`config.mk`:
```
export PLATFORM = sky130hd
export DESIGN_NAME = mio_bus_hs
export DESIGN_NICKNAME = d
export VERILOG_FILES = /design/src/rtl/mio_bus_hs.sv
export SDC_FILE = /design/constraint.sdc
export NUM_CORES = 1
export LEC_CHECK = 0
export CORE_ASPECT_RATIO = 2
export CORE_MARGIN = 10
export CORE_UTILIZATION = 41
export CTS_CLUSTER_DIAMETER = 50
export DETAILED_ROUTE_END_ITERATION = 10
export PLACE_DENSITY = 0.87
export SETUP_SLACK_MARGIN = 0.4
export SLEW_MARGIN = 40
export SYNTH_ARGS = -nofsm -noshare
export SYNTH_HDL_FRONTEND = slang
export SYNTH_SLANG_ARGS = --single-unit
```
`constraint.sdc`:
```
create_clock -name clk -period 6.6 [get_ports clk]
set_input_delay 0.99 -clock clk [delete_from_list [all_inputs] [get_ports clk]]
set_output_delay 0.99 -clock clk [all_outputs]
set_load 0.005 [all_outputs]
```
`src/rtl/mio_bus_hs.sv`:
```
// Handshaked MIO decoder: takes one CPU access at a time and steers it to the data RAM
// (fixed read latency) or to a peripheral channel (req/ack with timeout).

// One peripheral channel: select, gated ack and gated read data for channel CH.
module mio_ch_slice #(
  parameter int CH = 0
) (
  input  logic        active_i,
  input  logic [2:0]  ch_i,
  input  logic        ack_i,
  input  logic [31:0] rdata_i,
  output logic        sel_o,
  output logic        ack_o,
  output logic [31:0] rdata_o
);
  logic hit;

  assign hit     = active_i && (ch_i == 3'(CH));
  assign sel_o   = hit;
  assign ack_o   = hit && ack_i;
  assign rdata_o = hit ? rdata_i : 32'd0;
endmodule

module mio_bus_hs #(
  parameter int          RAM_AW     = 10,
  parameter int          RAM_RD_LAT = 1,
  parameter int          NUM_CH     = 4,
  parameter int          TIMEOUT    = 15,
  parameter logic [31:0] ERR_DATA   = 32'hDEAD_BEEF
) (
  input  logic                  clk,
  input  logic                  rst,
  input  logic                  cpu_req,
  input  logic                  cpu_we,
  input  logic [31:0]           cpu_addr,
  input  logic [31:0]           cpu_wdata,
  output logic [31:0]           cpu_rdata,
  output logic                  cpu_ready,
  output logic                  cpu_err,
  output logic                  ram_en,
  output logic                  ram_we,
  output logic [RAM_AW-1:0]     ram_addr,
  output logic [31:0]           ram_wdata,
  input  logic [31:0]           ram_rdata,
  output logic [NUM_CH-1:0]     periph_sel,
  output logic                  periph_we,
  output logic [31:0]           periph_wdata,
  input  logic [NUM_CH*32-1:0]  periph_rdata,
  input  logic [NUM_CH-1:0]     periph_ack
);
  typedef enum logic [1:0] {IDLE, RAM_RD, PER_WAIT, RESP} state_t;

  typedef struct packed {
    logic        we;
    logic [31:0] addr;
    logic [31:0] wdata;
  } req_t;

  localparam logic [7:0] LAT_C = 8'(RAM_RD_LAT);
  localparam logic [7:0] TO_C  = 8'(TIMEOUT);

  state_t      state_q, state_d;
  req_t        req_q, req_d;
  logic [7:0]  cnt_q, cnt_d;
  logic [31:0] rdata_q, rdata_d;
  logic        err_q, err_d;
  logic        ramwr_q, ramwr_d;

  logic                    per_active;
  logic [NUM_CH-1:0]       sel_vec, ack_vec;
  logic [NUM_CH-1:0][31:0] rd_vec;
  logic [31:0]             ack_rdata;
  logic                    ack_hit;
  logic                    ch_ok;
  logic                    unused_addr;

  assign per_active = (state_q == PER_WAIT);

  for (genvar c = 0; c < NUM_CH; c++) begin : g_ch
    mio_ch_slice #(.CH(c)) u_ch (
      .active_i (per_active),
      .ch_i     (req_q.addr[4:2]),
      .ack_i    (periph_ack[c]),
      .rdata_i  (periph_rdata[c*32 +: 32]),
      .sel_o    (sel_vec[c]),
      .ack_o    (ack_vec[c]),
      .rdata_o  (rd_vec[c])
    );
  end

  // Slices zero their data when not selected, so an OR acts as the channel mux.
  always_comb begin
    ack_rdata = '0;
    for (int c = 0; c < NUM_CH; c++) ack_rdata |= rd_vec[c];
  end

  assign ack_hit = |ack_vec;
  assign ch_ok   = ({29'd0, cpu_addr[4:2]} < 32'(NUM_CH));

  // Only the region, channel and word-address fields are decoded; the rest is don't-care.
  assign unused_addr = ^req_q.addr;

  always_comb begin
    state_d    = state_q;
    req_d      = req_q;
    cnt_d      = cnt_q;
    rdata_d    = rdata_q;
    err_d      = err_q;
    ramwr_d    = ramwr_q;
    cpu_ready  = 1'b0;
    cpu_err    = 1'b0;
    ram_en     = 1'b0;
    ram_we     = 1'b0;
    periph_sel = '0;
    periph_we  = 1'b0;
    unique case (state_q)
      IDLE: begin
        if (cpu_req) begin
          req_d   = '{we: cpu_we, addr: cpu_addr, wdata: cpu_wdata};
          cnt_d   = 8'd1;
          err_d   = 1'b0;
          ramwr_d = 1'b0;
          if (cpu_addr[31:28] == 4'h0) begin
            if (cpu_we) begin
              ramwr_d = 1'b1;
              state_d = RESP;
            end else begin
              state_d = RAM_RD;
            end
          end else if (cpu_addr[31:28] == 4'hF && ch_ok) begin
            state_d = PER_WAIT;
          end else begin
            err_d   = 1'b1;
            rdata_d = ERR_DATA;
            state_d = RESP;
          end
        end
      end
      RAM_RD: begin
        ram_en = (cnt_q == 8'd1);
        if (cnt_q == LAT_C) begin
          rdata_d = ram_rdata;
          state_d = RESP;
        end else begin
          cnt_d = cnt_q + 8'd1;
        end
      end
      PER_WAIT: begin
        periph_sel = sel_vec;
        periph_we  = req_q.we;
        // An ack in the last allowed cycle still counts as success.
        if (ack_hit) begin
          if (!req_q.we) rdata_d = ack_rdata;
          state_d = RESP;
        end else if (cnt_q >= TO_C) begin
          err_d   = 1'b1;
          rdata_d = ERR_DATA;
          state_d = RESP;
        end else begin
          cnt_d = cnt_q + 8'd1;
        end
      end
      RESP: begin
        cpu_ready = 1'b1;
        cpu_err   = err_q;
        ram_en    = ramwr_q;
        ram_we    = ramwr_q;
        state_d   = IDLE;
      end
      default: state_d = IDLE;
    endcase
  end

  always_ff @(posedge clk or negedge rst) begin
    if (!rst) begin
      state_q <= IDLE;
      req_q   <= '0;
      cnt_q   <= '0;
      rdata_q <= '0;
      err_q   <= 1'b0;
      ramwr_q <= 1'b0;
    end else begin
      state_q <= state_d;
      req_q   <= req_d;
      cnt_q   <= cnt_d;
      rdata_q <= rdata_d;
      err_q   <= err_d;
      ramwr_q <= ramwr_d;
    end
  end

  assign cpu_rdata    = rdata_q;
  assign ram_addr     = req_q.addr[RAM_AW+1:2];
  assign ram_wdata    = req_q.wdata;
  assign periph_wdata = req_q.wdata;
endmodule

```
== Yosys cells after proc, flatten, opt, wreduce, memory -nomap -nowiden ==
Cells that the tools add are included.
Word-level totals
  flip-flop bits (word level): 89
  bits of input ports: 232
  logic and storage cells: 91
  output and inout bits: 115
Operators by class
  reduce and logical (&&, ||, !) cells: 20
  bitwise operators: 3
  mux-type cells: 39
  add/subtract/negate cells: 1
  order comparisons: 2
  equal/unequal tests: 18
Operators by type and width (number)
  two-way mux 32 bit: 11
  bitwise OR 32 bit: 3
  case mux 32 bit (3 select lines): 1
  two-way mux 8 bit: 4
  case mux 8 bit (3 select lines): 1
  inequality test 2 bit, second input constant: 8
  two-way mux 1 bit: 12
  two-way mux 2 bit: 6
  logical AND 1 bit: 9
  adder 8 x 1 -> 8 bit, second input constant: 1
  == test 8 x 1 -> 1 bit, second input constant: 1
  >= comparator 8 x 4 -> 1 bit, second input constant: 1
  case mux 2 bit (4 select lines): 1
  AND reduction 7 bit: 1
  == test 3 x 2 -> 1 bit, second input constant: 2
  inequality test 3 bit, second input constant: 2
  AND reduction 5 bit: 1
  == test 2 bit, second input constant: 2
  == test 4 bit, second input constant: 1
  zero test 4 bit: 1
  two-way mux 4 bit: 1
  case mux 1 bit (2 select lines): 2
  AND reduction 4 bit: 1
  OR reduction 4 bit: 1
  9 further kinds: 9

== Longest topological paths before layout ==
Gate-level depths: netlist of the first run.
  depth in word-level cells: 9
  depth in mapped cells: 9
  depth with buffers taken out: 7

== Cells and area by module ==
From an unflattened synthesis of the first run, not the netlist that was laid out.
Second synthesis, totals
  cell total of the unflattened synthesis: 617
  area, all modules: 5851.9 um2
By module, submodules not included
  mio_bus_hs: cells each 469, instances 1, area an instance 4755.8 um2, seq. area each 2177.1 um2
  mio_ch_slice at g_ch[1].u_ch ...: cells each 37, instances 2, area an instance 272.8 um2, seq. area each 0.0 um2
  mio_ch_slice at g_ch[0].u_ch: cells each 37, instances 1, area an instance 280.3 um2, seq. area each 0.0 um2
  mio_ch_slice at g_ch[3].u_ch: cells each 37, instances 1, area an instance 270.3 um2, seq. area each 0.0 um2

== Least setup slack after synthesis of the first run ==
Ideal clock, no wire load.
  kind: reg-to-output
  from: register state_q[0]
  to: output port periph_sel[0]
  buffers on the path: 2
  arrival time: 1.583 ns
  path slack: 4.027 ns
  cell stages (with the launch flop): 7
  required time: 5.610 ns
  cell sequence: dfrtp_1 -> inv_1 -> ha_1 -> or3b_2 -> clkbuf_1 -> clkbuf_1 -> nor2_1
On the way
  word-level cells in the longest chain between the ends: 3
RTL lines
  start: declaration: RTL line 62  | state_t state_q, state_d;
  start signal: assignment: RTL line 183  | state_q <= state_d;
  == test 2 bit (*): RTL line 77, 116
  logical AND 1 bit: RTL line 18  | assign hit = active_i && (ch_i == 3'(CH));
  two-way mux 4 bit (*): RTL line 116  | unique case (state_q)
  end: declaration: RTL line 45  | output logic [NUM_CH-1:0] periph_sel,
Every way passes the cells marked *; elsewhere a longest branch is shown, timed or not.

== Worst setup path in the final report of the first run ==
  from: register state_q[0]
  to: output port periph_sel[2]
The elaborated chain is that of the path after synthesis.

==> results.cfg, run 1 <==
[synthesis]
synth_largest_area_cell = dfrtp_1
synth_instances = 486
synth_ff_type = dfrtp_1
synth_common_cells = 87 x dfrtp_1, 74 x buf_4, 45 x mux2_2
post_synth_num_cell_types = 52
ys_async_sr_fraction = 1.000
synth_top_area_share = 0.3821
yosys.cell_count.top_type = dfrtp_1
count_of_flip_flops_with_a_built_in_enable_after_synthesis = 0
ys_seq_area_frac = 0.3821
synth_area_sq_um = 5698
synth.area.top_cells = dfrtp_1 38%, buf_4 9.7%, mux2_2 8.9%
synth_area_per_cell_sq_um = 11.72
syn-num-nets = 725
yosysWarnings = 0
ff_latch_count_synth = 87

[layout]
area_growth_pct = 54.15
antenna_cells_inserted = 0
final_layout_size_suffix_gt1_frac = 0.1728
fin_nets = 963

[worst_hold_path]
holdCritPathClass = register to register
timing.hold.worst_endpoint = ramwr_q
hold_path_depth = 2
min-delay-start = ramwr_q

[setup_path]
rr_startpoint = state_q[0]
master_of_the_slowest_instance_on_the_critical_path = or3b_2
cp.buffers_inverters = 3
critical_path.startpoint_type = register
worstRegToRegCells = 8
timing.reg2reg.setup_slack_ps = 2890
crit-reg2reg-capture = cpu_rdata[1]
worstSetupEndpointType = output pin
startpoint = state_q[0]
path_delay_family = buffers and inverters
path_class = register to output pin
worst_ep_required_time_ps = 5610
cp_cell_sequence = inv_1 > ha_1 > buf_4 > or3b_2 > nor2_1 > clkdlybuf4s50_1
critPathArrivalTime_ps = 3150
slowest_delay_ps = 730
critPathMaxFanout = 16

[die]
fp-row-count = 60
placeable_core_region_sq_um = 13510
floorplan.initialDensity = 0.4217
die-area_sq_um = 19300
die_w_microns = 103.4
floorplan.die.height_microns = 186.7
boundary_pins = 347

[power_and_ir_drop]
vdd_drop_max_uv = 374.2
clock_power_share = 0.117
switching_share = 0.3744
net_switching_power_figure_mw = 1.543
p_leak_nw = 3.603
powerDensity_nw_per_um2 = 469.1
cell_internal_power_dissipation_mw = 2.578
combinationalPowerShare = 0.639
seqPwrFrac = 0.244

[clocking]
cts_tree = yes
cts_num_sinks = 87
clockBufferDepth = 2
postCtsHoldBufs = 0
htree_levels = 3
root_buffer = clkbuf_16
cts.repair_timing.setup_buffer_count = 0
clock_latency_ps = 340
clk_transition_reported_paths_ps = 70
cts-resized-gates = 0
number_of_clock_buffers_inserted_by_tritoncts = 9

[grt]
global_route.overflow_total = 0
grt_pass1_vias = 5464
antenna_violations_before_repair = 0
global_route.usage.total = 0.2280
grt_max_degree = 49
global_route_wire_length_before_repair_mm = 33.29

[drt]
drt_iter0_drc = 181
final_routed_drc_violation_total = 0
postRouteAntennaNets = 0
via_per_inst = 5.635
wirelength_mm = 22.70
detail_route.wl_per_cell_microns = 25.68
drt_first_pass_iters = 4
vias = 4981

[placed_design]
port_buffers = 328
detailedPlacementHpwl_mm = 18.28
gp_congestion = 0.8179

[timing]
final_setup_violations = 0
post_route_fraction_of_the_period_consumed_by_the_critical_path = 0.6267
tightestPinTransition_ps = 811.1
max_freq_mhz = 241.8
hold_violations = 0
min_period_ps = 4136
fin_tns_setup_ps = 0
slew-limit-headroom = 0.4592
rsz0062_at_grt = no
fin_hold_ws_ps = 490.6
skew_ps = 9.561
finalMaxSlewViolations = 0

[run_status]
outcome = complete, no violations

[flow_run]
cap_violations = 0
kinds of logic (layout without fill, tap and decap cells):
group,count (synthesis),after routing,share of synthesized area
compound gates,77,77,0.1120
fa+ha+maj,7,7,0.01537
buf+inv,119,362,0.1372
flops,87,87,0.3821
mux,127,127,0.2901
simple gates,69,69,0.06325
cell usage in the layout (no fill, tap or decap), drive strengths merged, types with 2 or more instances in the layout:
master and count:
clkdlybuf4s50 327, a22oi 5, or3b 2, mux4 14
a221o 25, nand3b 4, and3 2, mux2i 38
nand3 10, clkbuf 10, nand2 18, nor2 17
dfrtp 87, o221ai 12, a21o 5, nor3 4
buf 8, clkinvlp 3, o211ai 2, o21ai 9
mux2 75, o22ai 7, inv 13, ha 7
and2 3, nor4 3
cell type report:
cell class                      instances  area [sq um]
Tap cell                              155         193.9
Clock inverter                          6         45.04
Clock buffer                           10         229.0
Fill cell                            1024          4730
Multi-Input combinational cell        280          2759
Sequential cell                        87          2178
Inverter                               11         41.29
Timing Repair Buffer                  335          3337
stage by stage:
step / area, sq um / util / std cells / total power, mW / setup slack (ps)
after floorplan: 5698 / - / 486 / 2.808 / 4027
after CTS: 8783 / 0.6500 / 884 / 4.153 / 2419
after global routing: 8783 / 0.6500 / 884 / 4.354 / 2323
final: 8783 / 0.6500 / 884 / 4.121 / 2464
after detailed placement: 8509 / 0.6297 / 868 / 3.669 / 2787
after global placement: 8489 / 0.6282 / 867 / 3.547 / 2824
per-layer routing:
metal,vias up,GRT usage,wire [microns]
li1,2208,-,-
met1,2467,0.2404,7586
met2,260,0.4115,12480
met3,46,0.05545,1895
met4,0,0.08881,739
met5,-,0,0
how the worst max path moves through the flow:
stage,slack [ps],endpoint,cells past startpoint
after detailed placement,2790,periph_sel[2],6
after CTS,2420,periph_sel[2],6
after floorplan,4030,periph_sel[0],6
after global routing,2320,periph_sel[2],6
after global placement,2820,periph_sel[3],6
final,2460,periph_sel[2],6
power by group through the flow:
stage          sequential, mW  combinational (mW)  clock [mW]
3_3_place_gp            0.984                2.56           0
4_1_cts                  1.00                2.66       0.488
5_1_grt                  1.04                2.80       0.513
6_report                 1.01                2.63       0.482
3_5_place_dp             1.01                2.66           0
2_1_floorplan           0.957                1.85           0
worst register-to-register path, delay by kind of cell, from the launching register on:
kind                       cells  cell delay [ps]
adders and majority gates      1              500
AOI/OAI and AO/OA              2              730
DFF                            1              420
and+or+nand+nor                2             1110
muxes                          1              420
buffers and inverters          2              430
flip-flops by register name, indices dropped and copies added, names as in the netlist:
name	cells
periph_wdata	32
cpu_rdata	32
ramwr_q	1
req_q	1
ram_addr	10
cnt_q	8
err_q	1
state_q	2
Note: power is estimated with default switching activity, not from simulation.
==> run 2: changes to the inputs <==
Settings changed: CORE_UTILIZATION 41 to 38, PLACE_DENSITY 0.87 to 0.82.
Clock period 6.6 ns to 4.25 ns, I/O delays scaled along.
==> run 2 against run 1 <==
Net effect:
- die area rose by 6.7%
- clock skew rose by 1.4 ps
- critical path depth did not move
- count of clock-buffer cells in the layout rose by 2
- clock power rose by 66%
- global-route usage fell by 0.48 points
- utilization fell by 5.0 points
- setup slack got worse by 1800 ps
==> results.cfg, run 2 (synthesis results as in run 1) <==
[drt]
final_routed_drc_violation_total = 0
vias = 4916
drt_iter0_drc = 198
drt_first_pass_iters = 4
detail_route.wl_per_cell_microns = 25.96
via_per_inst = 5.315
wirelength_mm = 24.01
postRouteAntennaNets = 0

[clocking]
cts_tree = yes
number_of_clock_buffers_inserted_by_tritoncts = 9
clockBufferDepth = 2
cts.repair_timing.setup_buffer_count = 0
cts-resized-gates = 0
clk_transition_reported_paths_ps = 70
htree_levels = 3
root_buffer = clkbuf_16
clock_latency_ps = 350
postCtsHoldBufs = 0
cts_num_sinks = 87

[timing]
final_setup_violations = 0
finalMaxSlewViolations = 0
post_route_fraction_of_the_period_consumed_by_the_critical_path = 0.8382
tightestPinTransition_ps = 837.1
fin_tns_setup_ps = 0
rsz0062_at_grt = no
slew-limit-headroom = 0.4419
min_period_ps = 3562
max_freq_mhz = 280.7
hold_violations = 0
skew_ps = 10.94

[layout]
area_growth_pct = 55.34
layout.cells.most_common = clkdlybuf4s50_1
stdcell_count = 925
mostFrequentLayoutCells = 327 x clkdlybuf4s50_1, 86 x dfrtp_1, 45 x mux2_2, 38 x mux2i_1, 30 x mux2_4
fin_nets = 964
post-route-cell-area_sq_um = 8851
final_layout_size_suffix_gt1_frac = 0.1715

[grt]
grt_pass1_vias = 5546
antenna_violations_before_repair = 0
global_route.usage.total = 0.2232
global_route_wire_length_before_repair_mm = 34.87
grt_max_degree = 52
global_route.overflow_total = 0

[setup_path]
critical_path.startpoint_type = register
path_class = register to output pin
rr_startpoint = state_q[0]
worstRegToRegCells = 8
slowest_delay_ps = 750
master_of_the_slowest_instance_on_the_critical_path = or3b_2
crit-reg2reg-capture = cpu_rdata[1]
critPathArrivalTime_ps = 2920
timing.reg2reg.setup_slack_ps = 930
worst_ep_required_time_ps = 3610
worstSetupEndpointType = output pin
cp_cell_sequence = inv_1 > ha_1 > buf_4 > or3b_2 > nor2_1 > clkdlybuf4s50_1
critPathMaxFanout = 21
cp.buffers_inverters = 3
path_delay_family = buffers and inverters

[placed_design]
gp_congestion = 0.8263
detailedPlacementHpwl_mm = 19.32
postPlaceCellArea_sq_um = 8557
port_buffers = 328
numPlacedInstances = 909

[die]
placeable_core_region_sq_um = 14740
boundary_pins = 347
die_w_microns = 106.6
fp-row-count = 63
floorplan.initialDensity = 0.3866
die-area_sq_um = 20590
floorplan.die.height_microns = 193.2

[power_and_ir_drop]
vdd_drop_max_uv = 344.3
p_leak_nw = 3.606
powerDensity_nw_per_um2 = 731.4
design_power_total_mw = 6.474

[flow_run]
cap_violations = 0

[run_status]
outcome = complete, no violations

[worst_hold_path]
holdCritPathClass = input port to asynchronous set/reset pin
[run 2: worst max path at each step]
stage,endpoint,cells after the start,from,slack [ps]
after detailed placement,cpu_rdata[1],8,state_q[0],960
after floorplan,cpu_rdata[10],8,state_q[0],1770
after global placement,cpu_rdata[1],8,state_q[0],1040
after CTS,periph_sel[0],6,state_q[0],710
final,periph_sel[0],6,state_q[0],690
after global routing,periph_sel[0],6,state_q[0],610
[run 2: power breakdown]
| group | internal (mW) | total [mW] | leakage [nW] | switching [mW] |
|---|---|---|---|---|
| sequential | 1.25 | 1.56 | 1.02 | 0.317 |
| combinational | 2.37 | 4.11 | 2.45 | 1.74 |
| clock | 0.469 | 0.800 | 0.135 | 0.331 |
[run 2: cell type report]
cell class / count / area (sq um)
antenna: 1 / 2.502
clock buffer: 12 / 246.5
clock inverter: 3 / 45.04
fill: 1222 / 5889
inverter: 11 / 41.29
multi-input combinational: 280 / 2753
sequential: 87 / 2178
tap: 195 / 244.0
timing repair buffer: 336 / 3341
[run 2: per-layer routing]
layer	GRT usage	up-vias	routed length, microns
met4	0.09110	0	775
met1	0.2365	2454	8489
met2	0.4133	219	13310
li1	-	2203	-
met5	0	-	0
met3	0.04927	40	1431
[run 2: stage by stage]
stage	util	worst slack [ps]	hold WS (ps)
after global routing	0.6003	614.4	354.8
final	0.6005	687.6	320.4
after CTS	0.6003	712.0	337.7
after global placement	0.5803	1045	454.1
after detailed placement	0.5805	956.1	483.2
after floorplan	-	1769	341.9
==> RTL change 1, RTL diff (settings of run 2) <==
Take the reset off `rdata_q` and load it in a clocked block of its own.
--- a/src/rtl/mio_bus_hs.sv
+++ b/src/rtl/mio_bus_hs.sv
@@ -176,17 +176,19 @@
       state_q <= IDLE;
       req_q   <= '0;
       cnt_q   <= '0;
-      rdata_q <= '0;
       err_q   <= 1'b0;
       ramwr_q <= 1'b0;
     end else begin
       state_q <= state_d;
       req_q   <= req_d;
       cnt_q   <= cnt_d;
-      rdata_q <= rdata_d;
       err_q   <= err_d;
       ramwr_q <= ramwr_d;
     end
+  end
+
+  always_ff @(posedge clk) begin
+    rdata_q <= rdata_d;
   end
 
   assign cpu_rdata    = rdata_q;
Check against the original RTL: not equivalent (a bounded check fails within 4 cycles, from zero or initial values and one cycle with rst low).
==> RTL change 1 against run 2 <==
  * Sequential share of layout area grew 3.7 points
  * Cell area down 6.9%
  * Register-to-register slack gained 0.61 ns
  * Power is 14% lower
  * First-iteration DRC count decreased by 4.0%
  * Final cell count fell by 7.1%
  * Clock skew about the same
  * Sequential cell count did not move
  * Worst setup slack better by 0.41 ns
  * Synthesized area shrank 11%
  * Routed wire length fell by 8.9%
  * Die area down 9.5%
==> RTL change 1: results (changes against run 2) <==
stage,metric,value,unit,change
hold_path,hp-class,primary input to asynchronous set/reset pin,,unchanged
place,gp_congestion,0.9182,,was 0.8263
global_routing,wire_length_of_the_first_global_routing_pass,31640,um,was 34870 um
synthesis,synthFlopType,sky130_fd_sc_hd__dfrtp_1,,unchanged
power,p_sw_frac,0.3576,,was 0.3697
power,power_leakage,3.039,nW,was 3.606 nW
routing,first_pass_drt_iterations,5,,was 4
place,post_dp_cell_area,0.007941,mm2,was 0.008557 mm2
synthesis,yosys-top-cells-area,"sky130_fd_sc_hd__dfrtp_1 (27%), sky130_fd_sc_hd__edfxtp_1 (19%), sky130_fd_sc_hd__buf_4 (11%), sky130_fd_sc_hd__mux2_2 (9.3%), sky130_fd_sc_hd__a22oi_1 (7.1%)",,"was sky130_fd_sc_hd__dfrtp_1 (38%), sky130_fd_sc_hd__buf_4 (9.7%), sky130_fd_sc_hd__mux2_2 (8.9%), sky130_fd_sc_hd__mux2_4 (7.9%), sky130_fd_sc_hd__mux2i_1 (6.7%)"
finish,final_layout_size_suffix_gt1_frac,0.1179,,was 0.1715
setup_path,worst_ep_arrival_time,2.51,ns,was 2.92 ns
global_routing,maximum_number_of_pins_on_one_net_before_global_route_repair,47,,was 52
synthesis,postSynth.asyncResetShare,0.6322,,was 1.000
finish,net_count_final,939,,was 964
cts,cts.reportedPaths.clkPinSlew,0.07,ns,about the same
cts,maximum_number_of_buffers_from_clock_root_to_sink,2,,unchanged
sta,fin_skew,0.01131,ns,was 0.01094 ns
routing,detail_route.vias_per_cell,5.545,,was 5.315
synthesis,yosysSeqAreaShare,0.4610,,was 0.3821
global_routing,vias_in_the_first_global_route,5110,,was 5546
power,irDropWorstVdd,0.0006392,V,was 0.0003443 V
routing,drt_iter0_markers,190,,was 198
synthesis,post_synth_most_frequent_cells,"sky130_fd_sc_hd__buf_4 (74), sky130_fd_sc_hd__dfrtp_1 (55), sky130_fd_sc_hd__a22oi_1 (48)",,"was sky130_fd_sc_hd__dfrtp_1 (87), sky130_fd_sc_hd__buf_4 (74), sky130_fd_sc_hd__mux2_2 (45)"
place,detailedPlacementHpwl,17850,um,was 19320 um
synthesis,synthesis.nets,696,,was 725
synthesis,synth_cell_type_count,52,,unchanged
global_routing,grt_usage,0.2246,,was 0.2232
routing,detail_route.wl_per_cell,25.47,um,was 25.96 um
setup_path,critical_path.slowest_cell,sky130_fd_sc_hd__clkdlybuf4s50_1,,was sky130_fd_sc_hd__or3b_2
setup_path,worstReg2RegStart,state_q[0],,unchanged
sta,max_slew_margin,0.5698,,was 0.4419
synthesis,post-synth-top-count-cell,sky130_fd_sc_hd__buf_4,,was sky130_fd_sc_hd__dfrtp_1
setup_path,max_stage_delay,0.59,ns,was 0.75 ns
synthesis,synth_edf_count,32,,was 0
status,status,"finished, final reports clean",,unchanged
global_routing,antenna_found_initial,3,,was 0
setup_path,worstPathMaxFanout,33,,was 21
RTL change 1: changes by cell type after synthesis, sizes merged, moves of 14 or more:
cell / run 2 / this run
nand2: 18 / 41
mux2: 75 / 46
dfrtp: 87 / 55
edfxtp: 0 / 32
nand4: 1 / 25
a22oi: 5 / 48
a221o: 25 / 0
mux2i: 38 / 3
mux4: 14 / 0
RTL change 1: worst paths after layout:
| check | slack [ns] | cells after the start | endpoint |
|---|---|---|---|
| worst min-delay path | 0.23 | 1 | periph_wdata[10] |
| max in group asynchronous | 3.16 | 2 | state_q[1] |
| worst max-delay path | 1.10 | 6 | periph_sel[2] |
| worst max register to register | 1.54 | 6 | cpu_rdata[12] |
| min in group clk | 0.49 | 2 | req_q[64] |
| worst min register to register | 0.49 | 2 | req_q[64] |
RTL change 1: power groups by stage:
| stage | combinational [mW] | sequential (mW) | clock, mW |
|---|---|---|---|
| 4_1_cts | 3.04 | 1.77 | 0.817 |
| 3_5_place_dp | 3.03 | 1.78 | 0 |
| 3_3_place_gp | 2.94 | 1.75 | 0 |
| 2_1_floorplan | 1.82 | 1.69 | 0 |
| 5_1_grt | 3.22 | 1.82 | 0.845 |
| 6_report | 3.00 | 1.77 | 0.793 |
RTL change 1: metrics by stage:
step             util  cells  setup WS (ns)
3_5_place_dp   0.6078    841          1.449
2_1_floorplan       -    457         0.6462
5_1_grt        0.6309    859         0.9145
4_1_cts        0.6303    856          1.077
6_report       0.6309    859          1.100
3_3_place_gp   0.6073    841          1.365
RTL change 1: cell families (layout without fill, tap and decap cells):
group / Yosys count / in the layout / synth area share
and+or+nand+nor: 106 / 106 / 0.1153
buffers and inverters: 109 / 356 / 0.1402
muxes: 49 / 49 / 0.1111
other: 0 / 3 / 0
adders and majority gates: 7 / 7 / 0.01727
AOI/OAI and AO/OA: 99 / 99 / 0.1552
DFF: 87 / 87 / 0.4610
RTL change 1: layer usage:
layer  track usage  share of wire
met5             0              0
met2        0.4181           0.56
met3       0.06024          0.091
met4        0.1215          0.038
met1        0.2131           0.31
RTL change 1: worst reg2reg max path, cell delays in order (launching register included):
cell	delay [ns]
sky130_fd_sc_hd__dfrtp_1	0.41
sky130_fd_sc_hd__inv_1	0.12
sky130_fd_sc_hd__ha_1	0.36
sky130_fd_sc_hd__or3b_1	0.43
sky130_fd_sc_hd__o22ai_1	0.33
sky130_fd_sc_hd__o21a_2	0.52
sky130_fd_sc_hd__nand4_1	0.24
RTL change 1: cell type report:
type	instances	area, um2
Inverter	6	22.52
Antenna cell	3	7.507
Sequential cell	87	2337
Multi-Input combinational cell	261	2061
Timing Repair Buffer	335	3331
Clock inverter	5	43.79
Fill cell	1040	4823
Tap cell	152	190.2
Clock buffer	10	250.2
==> RTL change 2, RTL diff (config.mk and constraints of run 2) <==
Without the edit above. Change the parameter `RAM_AW` from 10 to 9.
--- a/src/rtl/mio_bus_hs.sv
+++ b/src/rtl/mio_bus_hs.sv
@@ -22,7 +22,7 @@
 endmodule
 
 module mio_bus_hs #(
-  parameter int          RAM_AW     = 10,
+  parameter int          RAM_AW     = 9,
   parameter int          RAM_RD_LAT = 1,
   parameter int          NUM_CH     = 4,
   parameter int          TIMEOUT    = 15,
Interface: changed (resized ram_addr); port bits go from 347 to 346. The function was not compared with the original's and may differ.
==> RTL change 2 against run 2 <==
  * Cell area rose by 0.30%
  * Sequential cell count decreased by 1
  * Routed wire length decreased by 13%
  * Power decreased by 2.2%
  * Worst setup slack gained 0.22 ns
  * Synthesized area is 0.11% lower
  * Count of clock-buffer cells in the layout is 2 lower
  * Synthesized cell count up 3.1%
  * Critical endpoint is now periph_sel[1]
  * Largest power group unchanged
==> RTL change 2: results (changes against run 2) <==
stage,metric,value,unit,change
status,status,"finished, final reports clean",,unchanged
routing,drt_iter0_markers,152,,was 198
power,irDropWorstVdd,0.0005751,V,was 0.0003443 V
synthesis,synth.mux.area_fraction,0.2889,,was 0.2901
finish,net_count_final,977,,was 964
sta,fin_skew,0.009461,ns,was 0.01094 ns
synthesis,synth_cell_type_count,49,,was 52
place,numPortBuffers,326,,was 328
cts,clkLatencyLatePin,0.33,ns,was 0.35 ns
global_routing,vias_in_the_first_global_route,5443,,was 5546
power,power_leakage,3.642,nW,was 3.606 nW
global_routing,antenna_found_initial,1,,was 0
sta,tightestPinTransition,0.7996,ns,was 0.8371 ns
synthesis,post_synth_most_frequent_cells,"sky130_fd_sc_hd__dfrtp_1 (86), sky130_fd_sc_hd__buf_4 (73), sky130_fd_sc_hd__mux2_2 (44)",,"was sky130_fd_sc_hd__dfrtp_1 (87), sky130_fd_sc_hd__buf_4 (74), sky130_fd_sc_hd__mux2_2 (45)"
global_routing,grt_usage,0.1931,,was 0.2232
global_routing,wire_length_of_the_first_global_routing_pass,31030,um,was 34870 um
setup_path,max_stage_delay,0.57,ns,was 0.75 ns
routing,wl,20800,um,was 24010 um
synthesis,yosysSeqAreaShare,0.3781,,was 0.3821
place,detailedPlacementHpwl,17130,um,was 19320 um
setup_path,worstPathMaxFanout,22,,was 21
place,gp_congestion,0.8370,,was 0.8263
place,post_dp_cell_area,0.008526,mm2,was 0.008557 mm2
setup_path,critical_path.slowest_cell,sky130_fd_sc_hd__nand3b_1,,was sky130_fd_sc_hd__or3b_2
synthesis,yosys-top-cells-area,"sky130_fd_sc_hd__dfrtp_1 (38%), sky130_fd_sc_hd__buf_4 (9.6%), sky130_fd_sc_hd__mux2_2 (8.7%), sky130_fd_sc_hd__mux2_4 (7.9%), sky130_fd_sc_hd__mux2i_1 (6.3%)",,"was sky130_fd_sc_hd__dfrtp_1 (38%), sky130_fd_sc_hd__buf_4 (9.7%), sky130_fd_sc_hd__mux2_2 (8.9%), sky130_fd_sc_hd__mux2_4 (7.9%), sky130_fd_sc_hd__mux2i_1 (6.7%)"
finish,final_layout_size_suffix_gt1_frac,0.1685,,was 0.1715
setup_path,rrSetupSlack,1.05,ns,was 0.93 ns
global_routing,maximum_number_of_pins_on_one_net_before_global_route_repair,64,,was 52
synthesis,synth_adder_area_share,0.01539,,was 0.01537
routing,detail_route.vias_per_cell,5.239,,was 5.315
[RTL change 2: cell count changes after synthesis, sizes merged, moves of 5 or more]
| cell | delta |
|---|---|
| a221o | -11 |
| nand2 | +9 |
| nand3 | +15 |
| nor2 | -5 |
| o21ai | +12 |
| o221ai | -12 |
| o22ai | +12 |
[RTL change 2: final cells by class]
cell class | count | area (um2)
sequential | 86 | 2153
inverter | 10 | 37.54
clock buffer | 10 | 239.0
antenna | 1 | 2.502
fill | 1202 | 5863
timing repair buffer | 332 | 3309
clock inverter | 5 | 106.4
tap | 195 | 244.0
multi-input combinational | 299 | 2785
[RTL change 2: power by group]
group          internal, mW  switching [mW]
registers              1.21           0.320
clock network         0.589           0.315
logic                  2.29            1.61
[RTL change 2: routing by layer]
layer | wire length (um) | GRT usage
met1 | 7319 | 0.2044
met2 | 11300 | 0.3528
met3 | 1655 | 0.05826
met4 | 505 | 0.06754
met5 | 13 | 0
[RTL change 2: cell families after synthesis]
| family | Yosys count |
|---|---|
| mux | 125 |
| compound gates | 72 |
| flops | 86 |
| buf+inv | 116 |
| fa+ha+maj | 7 |
| simple gates | 95 |
[RTL change 2: worst paths after layout]
check | end | cells past startpoint | startpoint
min reg2reg | ramwr_q | 2 | ramwr_q
min in group clk | ramwr_q | 2 | ramwr_q
max | periph_sel[1] | 6 | state_q[0]
max in group asynchronous | periph_wdata[6] | 2 | rst
min | ram_addr[6] | 1 | rst
max reg2reg | cpu_rdata[1] | 8 | state_q[0]
[RTL change 2: stage by stage]
step / instances / hold WS, ns / worst slack (ns)
after floorplan: 501 / 0.3419 / 1.723
after CTS: 937 / 0.4253 / 0.8858
after global placement: 922 / 0.4692 / 1.039
after global routing: 937 / 0.3230 / 0.7094
final: 938 / 0.2840 / 0.9075
after detailed placement: 922 / 0.4845 / 0.9975
